**src/rtl/vga_sync_gen.sv**
```systemverilog
// 640x480@60 VGA timing generator: pixel-clock edge strobe, h/v counters, registered sync/video/coords.
// Optional frame counter enabled by defining VGA_FRAME_CNT_EN; otherwise frame_cnt_vs is tied to zero.
module vga_sync_gen #(
  parameter int H_VISIBLE = 640,
  parameter int H_FRONT   = 16,
  parameter int H_SYNC    = 96,
  parameter int H_BACK    = 48,
  parameter int V_VISIBLE = 480,
  parameter int V_FRONT   = 10,
  parameter int V_SYNC    = 2,
  parameter int V_BACK    = 33
) (
  input  logic       clk_vs,
  input  logic       rst_n_vs,
  input  logic       pix_clk_vs,
  output logic       hsync_vs,
  output logic       vsync_vs,
  output logic       video_on_vs,
  output logic [9:0] px_x_vs,
  output logic [9:0] px_y_vs,
  output logic       frame_start_vs,
  output logic [7:0] frame_cnt_vs
);

  localparam int H_TOTAL = H_VISIBLE + H_FRONT + H_SYNC + H_BACK;
  localparam int V_TOTAL = V_VISIBLE + V_FRONT + V_SYNC + V_BACK;

  localparam logic [9:0] H_LAST   = 10'(H_TOTAL - 1);
  localparam logic [9:0] V_LAST   = 10'(V_TOTAL - 1);
  localparam logic [9:0] H_VIS    = 10'(H_VISIBLE);
  localparam logic [9:0] V_VIS    = 10'(V_VISIBLE);
  localparam logic [9:0] HS_START = 10'(H_VISIBLE + H_FRONT);
  localparam logic [9:0] HS_END   = 10'(H_VISIBLE + H_FRONT + H_SYNC);
  localparam logic [9:0] VS_START = 10'(V_VISIBLE + V_FRONT);
  localparam logic [9:0] VS_END   = 10'(V_VISIBLE + V_FRONT + V_SYNC);

  logic       r_p0;
  logic       r_p1;
  logic [9:0] r_h;
  logic [9:0] r_v;
  logic       r_hsync;
  logic       r_vsync;
  logic       r_video_on;
  logic       r_frame_start;

  logic       w_strobe;
  logic       w_h_wrap;
  logic [9:0] w_h_next;
  logic [9:0] w_v_next;
  logic       w_frame_wrap;

  assign w_strobe     = r_p0 & ~r_p1;
  assign w_h_wrap     = (r_h == H_LAST);
  assign w_h_next     = w_h_wrap ? 10'd0 : r_h + 10'd1;
  assign w_v_next     = w_h_wrap ? ((r_v == V_LAST) ? 10'd0 : r_v + 10'd1) : r_v;
  assign w_frame_wrap = w_strobe && (w_h_next == 10'd0) && (w_v_next == 10'd0);

  // Outputs are decoded from the next counter values so they line up with px_x/px_y.
  always_ff @(posedge clk_vs or negedge rst_n_vs) begin
    if (!rst_n_vs) begin
      r_p0          <= 1'b0;
      r_p1          <= 1'b0;
      r_h           <= H_LAST;
      r_v           <= V_LAST;
      r_hsync       <= 1'b1;
      r_vsync       <= 1'b1;
      r_video_on    <= 1'b0;
      r_frame_start <= 1'b0;
    end else begin
      r_p0          <= pix_clk_vs;
      r_p1          <= r_p0;
      r_frame_start <= w_frame_wrap;
      if (w_strobe) begin
        r_h        <= w_h_next;
        r_v        <= w_v_next;
        r_hsync    <= ~((w_h_next >= HS_START) && (w_h_next < HS_END));
        r_vsync    <= ~((w_v_next >= VS_START) && (w_v_next < VS_END));
        r_video_on <= (w_h_next < H_VIS) && (w_v_next < V_VIS);
      end
    end
  end

`ifdef VGA_FRAME_CNT_EN
  logic [7:0] r_frame_cnt;

  always_ff @(posedge clk_vs or negedge rst_n_vs) begin
    if (!rst_n_vs) begin
      r_frame_cnt <= 8'd0;
    end else if (w_frame_wrap) begin
      r_frame_cnt <= r_frame_cnt + 8'd1;
    end
  end

  assign frame_cnt_vs = r_frame_cnt;
`else
  assign frame_cnt_vs = 8'd0;
`endif

  assign hsync_vs       = r_hsync;
  assign vsync_vs       = r_vsync;
  assign video_on_vs    = r_video_on;
  assign px_x_vs        = r_h;
  assign px_y_vs        = r_v;
  assign frame_start_vs = r_frame_start;

endmodule

```
**config.mk**
```make
export PLATFORM = sky130hd
export DESIGN_NAME = vga_sync_gen
export DESIGN_NICKNAME = d
export VERILOG_FILES = /design/src/rtl/vga_sync_gen.sv
export SDC_FILE = /design/constraint.sdc
export NUM_CORES = 1
export LEC_CHECK = 0
export BUFFER_PORTS_ARGS = -buffer_cell sky130_fd_sc_hd__buf_2
export CELL_PAD_IN_SITES_DETAIL_PLACEMENT = 1
export CELL_PAD_IN_SITES_GLOBAL_PLACEMENT = 1
export CORE_ASPECT_RATIO = 0.9
export CORE_UTILIZATION = 35
export CTS_BUF_LIST = sky130_fd_sc_hd__clkbuf_16
export DETAILED_ROUTE_END_ITERATION = 12
export PLACE_DENSITY_LB_ADDON = 0.3
export SLEW_MARGIN = 20
export SYNTH_ARGS = -nofsm -noshare
export SYNTH_HDL_FRONTEND = slang
export SYNTH_SLANG_ARGS = --single-unit
```
**constraint.sdc**
```tcl
create_clock -name clk_vs -period 3.5 [get_ports clk_vs]
set_input_delay 0.175 -clock clk_vs [delete_from_list [all_inputs] [get_ports clk_vs]]
set_output_delay 0.175 -clock clk_vs [all_outputs]
set_load 0.02 [all_outputs]
```
==> qor.yml, run 1 <==
detailed_routing:
  top_layer_used: "met4"
  routed_via_density: 5.38
  wl_per_cell_um: 15.8
  via_count: 1669
  dr.pass1.iters: 4
  drc_errors: 0
  totalWireLength_mm: 4.91
  ant_nets: 0
  wl_met2_mm: 2.22
  met1Wirelength_mm: 2.52
  drt_iter0_drc: 101
  routed-wl-met3_um: 118
synth:
  synth.largest_area_cell: "dfrtp_1"
  synthesis.area_um2: 1950
  synthFlopType: "dfrtp_1"
  synthTopCellsByCount: "nand2_1, o21ai_0, nor2_1"
  ys_seq_area_share_pct: 34.2
  synth.most_common_cell: "nand2_1"
  synthDistinctLibCells: 56
  synth_area_leaders: "dfrtp_1, dfstp_2, nand2_1, buf_4, o21ai_0"
  synth_cells: 232
  synth_top_area_share_pct: 18.0
  async_flop_share_pct: 100
  synth_edf_count: 0
  ys_warn_count: 0
  syn-mean-instance-area_um2: 8.40
  ys_ff_latch: 26
floorplan:
  core_um2: 5320
  start_util_pct: 36.6
  die_y_um: 72.8
  dieArea_um2: 5870
  ios: 35
  placementRows: 25
  die_w_um: 80.6
setup_path:
  end_kind: "register"
  crit_path_start_kind: "register"
  worstPathArrival_ps: 2670
  reg2reg_slack_ps: 1000
  critPathMaxFanout: 8
  crit_type: "reg -> reg"
  crit_required_ps: 3670
timing:
  max_freq_mhz: 400
  setup_total_negative_slack_ps: 0
  fin_crit_sh_pct: 71.5
  slew_headroom_pct: 52.7
  rsz0062_at_grt: "false"
  tightest_slew_ps: 710
  setup_viol_count_final: 0
  hold_viol: 0
  skew_ps: 1.77
  period_needed_ps: 2500
  slew_violations: 0
placement:
  numPlacedInstances: 305
  placed_area_um2: 2000
  gp_congestion: 0.779
  io_buffers: 26
  hpwl_mm: 3.53
pwr:
  vdd_ir_drop_max_mv: 0.179
  p_sw_share_pct: 34.5
  total_power_w: 0.000901
  intPower_w: 0.000591
  combPwrFrac_pct: 24.5
  clockPowerShare_pct: 29.1
  power_frac_seq_pct: 46.4
  leakage_nw: 0.840
  p_switching_w: 0.000310
  powerDensity_nw_per_um2: 431
cells_and_area:
  syn_to_final_growth_pct: 7.32
  n_fill_cell: 661
  fin_area_um2: 2090
  final_cells: 310
  n_antenna_cell: 0
  nets: 251
  final_layout_size_suffix_gt1_share_pct: 19.8
cts:
  cts_tree: "yes"
  htree_levels: 1
  cts-root-buf: "clkbuf_16"
  clock-sinks: 26
  post_cts_buffers: 0
  clockBufferDepth: 2
  path_clk_slew_ps: 70
  numCtsBuffers: 3
  clk_latency_ps: 260
  cts-resized-gates: 0
grt:
  grt.overflow.total: 0
  grt_first_pass_wirelength_mm: 8.15
  grt_pass1_vias: 1636
  grt_max_degree: 27
  grt_util_all_layers_pct: 18.3
  antenna_found_initial: 0
flow_run:
  max_cap_violations: 0
worst_hold_path:
  holdCritPathClass: "in -> reg"
run_status:
  outcome: "finished, final reports clean"
-- sequential cells by signal, summed over array words and instances, names as in the netlist --
| signal | count |
|---|---|
| frame_start_vs | 1 |
| hsync_vs | 1 |
| px_x_vs | 10 |
| px_y_vs | 10 |
| r_p0 | 1 |
| r_p1 | 1 |
| video_on_vs | 1 |
| vsync_vs | 1 |
-- critical path: stages (launching register included) --
cell     delay (ps)
dfstp_2         600
ha_1            260
and4_1          280
and3_1          330
nand3_1         160
xor2_1          190
nor4_1          430
a31oi_1         150
-- layer usage --
| layer | track usage, % | vias to the layer above |
|---|---|---|
| met2 | 27.4 | 27 |
| met5 | 0 | - |
| li1 | - | 829 |
| met1 | 26.7 | 811 |
| met3 | 2.75 | 2 |
| met4 | 6.55 | 0 |
-- cell usage in the layout (no fill, tap or decap), types with 2 or more instances in the layout --
| cell type | n |
|---|---|
| nor2_1 | 16 |
| clkbuf_16 | 3 |
| and3_1 | 7 |
| a31oi_1 | 6 |
| nor3_1 | 8 |
| nand2b_1 | 6 |
| and4_1 | 4 |
| inv_1 | 3 |
| a21oi_1 | 7 |
| xor2_1 | 5 |
| or3_1 | 2 |
| nor4_1 | 3 |
| buf_2 | 26 |
| o21ai_0 | 17 |
| o31ai_1 | 3 |
| conb_1 | 8 |
| nand3_1 | 11 |
| ha_1 | 4 |
| nor2b_1 | 2 |
| xnor2_1 | 7 |
| nand3b_1 | 2 |
| a211oi_1 | 3 |
| nand2_1 | 29 |
| mux2_2 | 2 |
| o21a_1 | 2 |
| dfrtp_1 | 14 |
| nand4_1 | 3 |
| dfstp_2 | 12 |
-- cells by family after synthesis --
group / count (synthesis) / share of synthesized area [%]
buffers and inverters: 31 / 10.5
AND/OR/NAND/NOR: 104 / 28.6
multiplexers: 2 / 1.16
flip-flops: 26 / 34.2
adder cells (fa/ha/maj): 5 / 3.08
XOR/XNOR: 12 / 5.39
other: 1 / 0.192
AO/OA/AOI/OAI: 51 / 16.9
-- power groups by stage --
stage          clock [W]  sequential, W  combinational, W
3_5_place_dp           0       0.000424          0.000220
4_1_cts         0.000272       0.000418          0.000222
2_1_floorplan          0       0.000421          0.000178
6_report        0.000262       0.000418          0.000221
5_1_grt         0.000286       0.000426          0.000240
3_3_place_gp           0       0.000421          0.000217
-- path summary, 6_finish.rpt --
kind | from | depth (start not counted) | endpoint
max | px_x_vs[0]$_DFFE_PN1P_ | 7 | vsync_vs$_DFFE_PN1P_
min | pix_clk_vs | 1 | r_p0$_DFF_PN0_
max reg2reg | px_x_vs[0]$_DFFE_PN1P_ | 7 | vsync_vs$_DFFE_PN1P_
min reg2reg | r_p0$_DFF_PN0_ | 0 | r_p1$_DFF_PN0_
max in group asynchronous | rst_n_vs | 2 | px_x_vs[5]$_DFFE_PN0P_
min in group asynchronous | rst_n_vs | 2 | px_y_vs[0]$_DFFE_PN0P_
-- final cells by class --
| type | count | area (µm²) | share of cell area, % |
|---|---|---|---|
| sequential | 26 | 666 | 31.8 |
| inverter | 3 | 11.3 | 0.539 |
| clock inverter | 1 | 3.75 | 0.180 |
| tap | 67 | 83.8 | 4.01 |
| multi-input combinational | 182 | 1100 | 52.8 |
| timing repair buffer | 28 | 148 | 7.06 |
| clock buffer | 3 | 75.1 | 3.59 |
-- what timing repair did --
| action | in CTS | in global routing |
|---|---|---|
| hold buffers | 1 | 0 |
| endpoints found under the hold margin | 14 | 0 |
| endpoints found under the setup margin | 0 | 0 |
-- stage by stage --
step / hold slack (ps) / utilization (%) / worst slack [ps]
global route: 10.7 / 39.3 / 849
global placement: 226 / 37.6 / 1030
floorplan: -121 / - / 1250
finish: 14.5 / 39.3 / 999
CTS: 9.03 / 39.3 / 993
detailed placement: 228 / 37.6 / 1020
Note: power is estimated with default switching activity, not from simulation.
==> run 2: changes to the inputs <==
Settings changed: ABC_AREA from default to 1.
Clock period 3.5 ns to 2.4 ns, I/O delays scaled along.
==> qor.yml, run 2 <==
detailed_routing:
  drc_errors: 0  # unchanged
  dr.pass1.iters: 4  # unchanged
  routed_via_density: 4.83  # -10%
  via_count: 1729  # +3.6%
  wl_per_cell_um: 13.5  # -15%
  totalWireLength_mm: 4.84  # -1.4%
  drt_iter0_drc: 73  # -28%
  ant_nets: 0  # unchanged
setup_path:
  critical_path_buf_inv_count: 0  # unchanged
  rr_endpoint: "vsync_vs$_DFFE_PN1P_"
  crit_type: "reg -> reg"
  critPathMaxFanout: 14  # +6
  crit_required_ps: 2590  # -1080 ps
  rr_startpoint: "px_x_vs[0]$_DFFE_PN1P_"
  reg2reg_slack_ps: 260  # -740 ps
  crit_chain: "ha_1 -> nand4_2 -> nor2_4 -> nand2_1 -> nand2_1 -> nand3_2 -> nor2_1 -> nand3_1 -> nor2_1 -> nor2_1"
  end_kind: "register"
  cp_common_cell: "nor2_1"
  reg2regPathDepth: 10  # +3
  crit_path_start_kind: "register"
  critPathSlowestCell: "dfstp_2"
  worstPathArrival_ps: 2340  # -330 ps
  worst-path-stages: 10  # +3
  crit_path_end: "vsync_vs$_DFFE_PN1P_"
  startpoint: "px_x_vs[0]$_DFFE_PN1P_"
  critical_path.top_delay_family: "simple AND/OR/NAND/NOR gates"
  cp_slowest_stage_delay_ps: 580  # -20 ps
flow_run:
  max_cap_violations: 0  # unchanged
synth:
  ys_seq_area_share_pct: 36.5  # +2.3 points
  synthesis.area_um2: 1820  # -6.4%
  synth.most_common_cell: "nand2_1"
  synthTopCellsByCount: "nand2_1, inv_1, nor2_1"
  synthDistinctLibCells: 27  # -52%
  ys_warn_count: 0  # unchanged
  synth_top_area_share_pct: 19.2  # +1.2 points
  synth_area_leaders: "dfrtp_1, nand2_1, dfstp_2, inv_1, nor2_1"
  synth.largest_area_cell: "dfrtp_1"
  synth_edf_count: 0  # unchanged
  ys_ff_latch: 26  # unchanged
  synth_cells: 265  # +14%
  synthFlopType: "dfrtp_1"
  syn-mean-instance-area_um2: 6.88  # -18%
  async_flop_share_pct: 100  # unchanged
cts:
  cts-resized-gates: 0  # unchanged
  clockBufferDepth: 2  # unchanged
  cts-root-buf: "clkbuf_16"
  path_clk_slew_ps: 70  # about the same
  clock-sinks: 26  # unchanged
  htree_levels: 1  # unchanged
  numCtsBuffers: 3  # unchanged
  post_cts_buffers: 0  # unchanged
  cts_tree: "yes"
  clk_latency_ps: 260  # about the same
pwr:
  power_frac_seq_pct: 46.1  # -0.3 points
  total_power_w: 0.00128  # +42%
  combPwrFrac_pct: 23.7  # -0.8 points
  powerDensity_nw_per_um2: 613  # +42%
  leakage_nw: 1.08  # +29%
  clockPowerShare_pct: 30.2  # +1.1 points
  p_sw_share_pct: 34.8  # +0.37 points
  p_switching_w: 0.000445  # +43%
  vdd_ir_drop_max_mv: 0.350  # +96%
  intPower_w: 0.000833  # +41%
timing:
  period_needed_ps: 2140  # -357 ps
  slew_headroom_pct: 49.2  # -3.5 points
  fin_crit_sh_pct: 89.4  # +18 points
  hold_ws_ps: 385  # +371 ps
  hold_viol: 0  # unchanged
  setup_viol_count_final: 0  # unchanged
  setup_total_negative_slack_ps: 0  # unchanged
  slew_violations: 0  # unchanged
  max_freq_mhz: 466  # +17%
  tightest_slew_ps: 761  # +51.4 ps
  setup_ws_ps: 256  # -743 ps
  rsz0062_at_grt: "false"
  skew_ps: 6.14  # +4.36 ps
worst_hold_path:
  hold_depth: 0  # -1
  holdCritPathClass: "reg -> reg"
floorplan:
  dieArea_um2: 5510  # -6.2%
  ios: 35  # unchanged
  placementRows: 24  # -4.0%
  core_um2: 4920  # -7.4%
  die_y_um: 70.5  # -3.1%
  die_w_um: 78.1  # -3.1%
  start_util_pct: 37.0  # +0.41 points
cells_and_area:
  n_antenna_cell: 0  # unchanged
  mostFrequentLayoutCell: "nand2_1"
  mostFrequentLayoutCells: "nand2_1, inv_1, nor2_1, buf_2, nand3_1"
  final_layout_size_suffix_gt1_share_pct: 19.1  # -0.64 points
  n_fill_cell: 658  # -0.45%
  syn_to_final_growth_pct: 14.3
  nets: 301  # +20%
  fin_area_um2: 2090  # -0.24%
grt:
  grt.overflow.total: 0  # unchanged
  grt_max_degree: 27  # unchanged
  grt_first_pass_wirelength_mm: 8.19  # +0.52%
  grt_util_all_layers_pct: 18.9  # +0.53 points
  antenna_found_initial: 0  # unchanged
  grt_pass1_vias: 1702  # +4.0%
run_status:
  outcome: "finished, final reports clean"
placement:
  hpwl_mm: 3.73  # +5.6%
  placed_area_um2: 1990  # -0.75%
  pre_cts_ws_ps: 298  # -718 ps
  gp_congestion: 0.886  # +14%
  io_buffers: 26  # unchanged
-- run 2: cell types whose count changed after synthesis, sizes merged, moves of 5 or more --
cell and change:
a21oi -7, a31oi -6, and3 -8, buf -10
clkbuf -6, inv +30, nand2 +65, nand2b -6
nand3 +10, nand4 +5, nor2 +18, xnor2 -7
-- run 2: layout make-up --
class / instances / area (µm²) / share of cell area, %
timing repair buffer: 29 / 158 / 7.56
multi-input combinational: 200 / 975 / 46.7
inverter: 34 / 128 / 6.12
clock inverter: 1 / 3.75 / 0.180
sequential: 26 / 666 / 31.9
clock buffer: 3 / 75.1 / 3.60
tap: 65 / 81.3 / 3.90
-- run 2: worst min path at each step --
stage | startpoint | end | slack [ps]
finish | r_p0$_DFF_PN0_ | r_p1$_DFF_PN0_ | 390
global placement | rst_n_vs | px_x_vs[7]$_DFFE_PN0P_ | 160
floorplan | rst_n_vs | frame_start_vs$_DFF_PN0_ | -180
global route | r_p0$_DFF_PN0_ | r_p1$_DFF_PN0_ | 410
CTS | r_p0$_DFF_PN0_ | r_p1$_DFF_PN0_ | 390
detailed placement | rst_n_vs | video_on_vs$_DFFE_PN0P_ | 180
-- run 2: timing repair --
| action | in CTS | in global routing |
|---|---|---|
| hold endpoints to repair | 15 | 0 |
| setup endpoints to repair | 0 | 0 |
| hold buffers | 2 | 0 |
-- run 2: per-stage QoR --
stage | util [%] | std cells
floorplan | - | 272
global placement | 40.3 | 352
detailed placement | 40.3 | 352
CTS | 42.4 | 358
global route | 42.4 | 358
finish | 42.4 | 358
-- run 2: layer usage --
layer  vias to the layer above  part of all wire [%]  GRT usage [%]
met5                         -                     0              0
met4                         0                  0.43           3.50
met3                         2                   2.8           3.14
met2                        33                    46           30.3
met1                       822                    51           26.6
li1                        872                     -              -
-- run 2: logic make-up (layout without fill, tap and decap cells) --
kind of cell | Yosys count | after routing | share of synthesized area, %
DFF | 26 | 26 | 36.5
AOI/OAI and AO/OA | 22 | 22 | 7.06
and+or+nand+nor | 162 | 162 | 40.1
adders and majority gates | 4 | 4 | 2.74
buffers and inverters | 46 | 67 | 11.5
other | 1 | 8 | 0.206
xor gates and xnor gates | 4 | 4 | 1.92
-- run 2: worst reg2reg max path, stage by stage (launching register included) --
cell and delay [ps]:
dfstp_2 580, ha_1 260, nand4_2 200, nor2_4 330, nand2_1 90, nand2_1 80, nand3_2 70, nor2_1 170
nand3_1 120, nor2_1 100, nor2_1 60
-- run 2: power by group through the flow --
stage | sequential [W] | combinational, W | clock [W]
2_1_floorplan | 0.000634 | 0.000167 | 0
3_3_place_gp | 0.000596 | 0.000299 | 0
3_5_place_dp | 0.000597 | 0.000305 | 0
4_1_cts | 0.000591 | 0.000308 | 0.000396
5_1_grt | 0.000600 | 0.000338 | 0.000411
6_report | 0.000589 | 0.000303 | 0.000385
==> run 3: changes to the inputs <==
Clock period 2.4 ns to 2.3 ns, I/O delays scaled along.
==> qor.yml, run 3 (synthesized netlist as in run 2, its figures left out) <==
setup_path:
  critPathMaxFanout: 14  # unchanged
  crit_required_ps: 2500  # -90 ps
  critPathSlowestCell: "dfstp_2"
  crit_type: "reg -> reg"
  cp_slowest_stage_delay_ps: 580  # about the same
  cp_common_cell: "nor2_1"
  worstPathArrival_ps: 2310  # -30 ps
  crit_chain: "ha_1 -> nand4_2 -> nor2_4 -> nand2_1 -> nand2_1 -> nand3_2 -> nor2_1 -> nand3_1 -> nor2_1 -> nor2_1"
  reg2reg_slack_ps: 190  # -70 ps
  crit_path_start_kind: "register"
  end_kind: "register"
detailed_routing:
  top_layer_used: "met4"
  met1Wirelength_mm: 2.39  # -2.7%
  wl_per_cell_um: 13.6  # +0.20%
  drc_errors: 0  # unchanged
  dr.pass1.iters: 4  # unchanged
  drt_iter0_drc: 104  # +42%
  ant_nets: 0  # unchanged
  routed-wl-met3_um: 262  # +96%
  wl_met2_mm: 2.21  # -1.1%
  totalWireLength_mm: 4.88  # +0.76%
  routed_via_density: 4.78  # -1.1%
  via_count: 1720  # -0.52%
pwr:
  vdd_ir_drop_max_mv: 0.438  # +25%
  powerDensity_nw_per_um2: 683  # +11%
  leakage_nw: 1.10  # +2.1%
timing:
  setup_total_negative_slack_ps: 0  # unchanged
  slew_violations: 0  # unchanged
  max_freq_mhz: 474  # +1.6%
  fin_crit_sh_pct: 91.8  # +2.4 points
  setup_viol_count_final: 0  # unchanged
  skew_ps: 3.41  # -2.72 ps
  period_needed_ps: 2110  # -34.1 ps
  slew_headroom_pct: 59.0  # +9.8 points
  tightest_slew_ps: 615  # -147 ps
  hold_viol: 0  # unchanged
  rsz0062_at_grt: "false"
floorplan:
  die_y_um: 70.5  # unchanged
  dieArea_um2: 5510  # unchanged
  start_util_pct: 37.0  # unchanged
  die_w_um: 78.1  # unchanged
  ios: 35  # unchanged
  core_um2: 4920  # unchanged
  placementRows: 24  # unchanged
cells_and_area:
  mostFrequentLayoutCell: "nand2_1"
  mostFrequentLayoutCells: "nand2_1, inv_1, nor2_1, buf_2, nand3_1"
  syn_to_final_growth_pct: 16.6
  n_antenna_cell: 0  # unchanged
  n_fill_cell: 654  # -0.61%
  utilization_pct: 43.2  # +0.84 points
  multi_input_area_um2: 975  # unchanged
  nets: 303  # +0.66%
  final_layout_size_suffix_gt1_share_pct: 20.0  # +0.89 points
  area.sequential_um2: 666  # unchanged
placement:
  io_buffers: 26  # unchanged
  hpwl_mm: 3.78  # +1.3%
  gp_congestion: 0.885  # -0.11%
cts:
  path_clk_slew_ps: 70  # about the same
  clk_latency_ps: 260  # about the same
  cts-resized-gates: 0  # unchanged
  clockBufferDepth: 2  # unchanged
  cts_tree: "yes"
  htree_levels: 1  # unchanged
  cts-root-buf: "clkbuf_16"
  post_cts_buffers: 0  # unchanged
  clock-sinks: 26  # unchanged
  numCtsBuffers: 3  # unchanged
flow_run:
  max_cap_violations: 0  # unchanged
grt:
  grt_max_degree: 27  # unchanged
  grt_first_pass_wirelength_mm: 8.21  # +0.26%
  grt_pass1_vias: 1710  # +0.47%
  grt.overflow.total: 0  # unchanged
  grt_util_all_layers_pct: 19.1  # +0.23 points
  antenna_found_initial: 0  # unchanged
worst_hold_path:
  holdCritPathClass: "reg -> reg"
run_status:
  outcome: "finished, final reports clean"
[run 3: cell types whose count changed in the layout (fill, tap and decap cells not counted)]
cell	change
buf_4	+2
bufinv_16	+1
clkinv_1	-1
[run 3: repair_timing]
action	in CTS	in global routing
hold endpoints to repair	15	0
endpoints found under the setup margin	0	1
hold buffers	2	0
[run 3: power breakdown]
part | leakage (nW) | internal, W | switching [W]
sequential | 0.311 | 0.000533 | 0.0000814
clock | 0.0511 | 0.000347 | 0.000173
combinational | 0.740 | 0.000104 | 0.000214
[run 3: layout make-up]
class	count	area share, %
inverters	34	6.00
repair buffers	31	8.12
well taps	65	3.82
flip-flops and latches	26	31.3
clock inverters	1	1.41
multi-input cells	200	45.8
clock buffers	3	3.53
[run 3: path summary, 6_finish.rpt]
path	from	to	depth (start not counted)
setup / recovery	px_x_vs[0]$_DFFE_PN1P_	vsync_vs$_DFFE_PN1P_	10
hold / removal	r_p0$_DFF_PN0_	r_p1$_DFF_PN0_	0
setup reg to reg	px_x_vs[0]$_DFFE_PN1P_	vsync_vs$_DFFE_PN1P_	10
hold reg to reg	r_p0$_DFF_PN0_	r_p1$_DFF_PN0_	0
max in group asynchronous	rst_n_vs	px_y_vs[0]$_DFFE_PN0P_	2
min in group asynchronous	rst_n_vs	px_x_vs[7]$_DFFE_PN0P_	2
[run 3: layer usage]
metal,global-route usage (%),vias to the layer above
li1,-,873
met1,26.8,801
met2,30.7,42
met3,3.66,4
met4,3.09,0
met5,0,-
[run 3: stage by stage]
stage,power (W),instance area [µm²],std cells,setup WS [ps],hold WS (ps)
floorplan,0.000836,1850,272,412,-181
global placement,0.000936,2000,354,269,157
detailed placement,0.000942,2000,354,160,173
CTS,0.00147,2130,360,152,389
global route,0.00153,2130,360,11.8,396
finish,0.00145,2130,360,190,385
[run 3: worst max-delay path: cells and delay by family, from the launching register on]
family                   cells  cell delay [ps]
adder cells (fa/ha/maj)      1              260
AND/OR/NAND/NOR              9             1190
flip-flops                   1              580
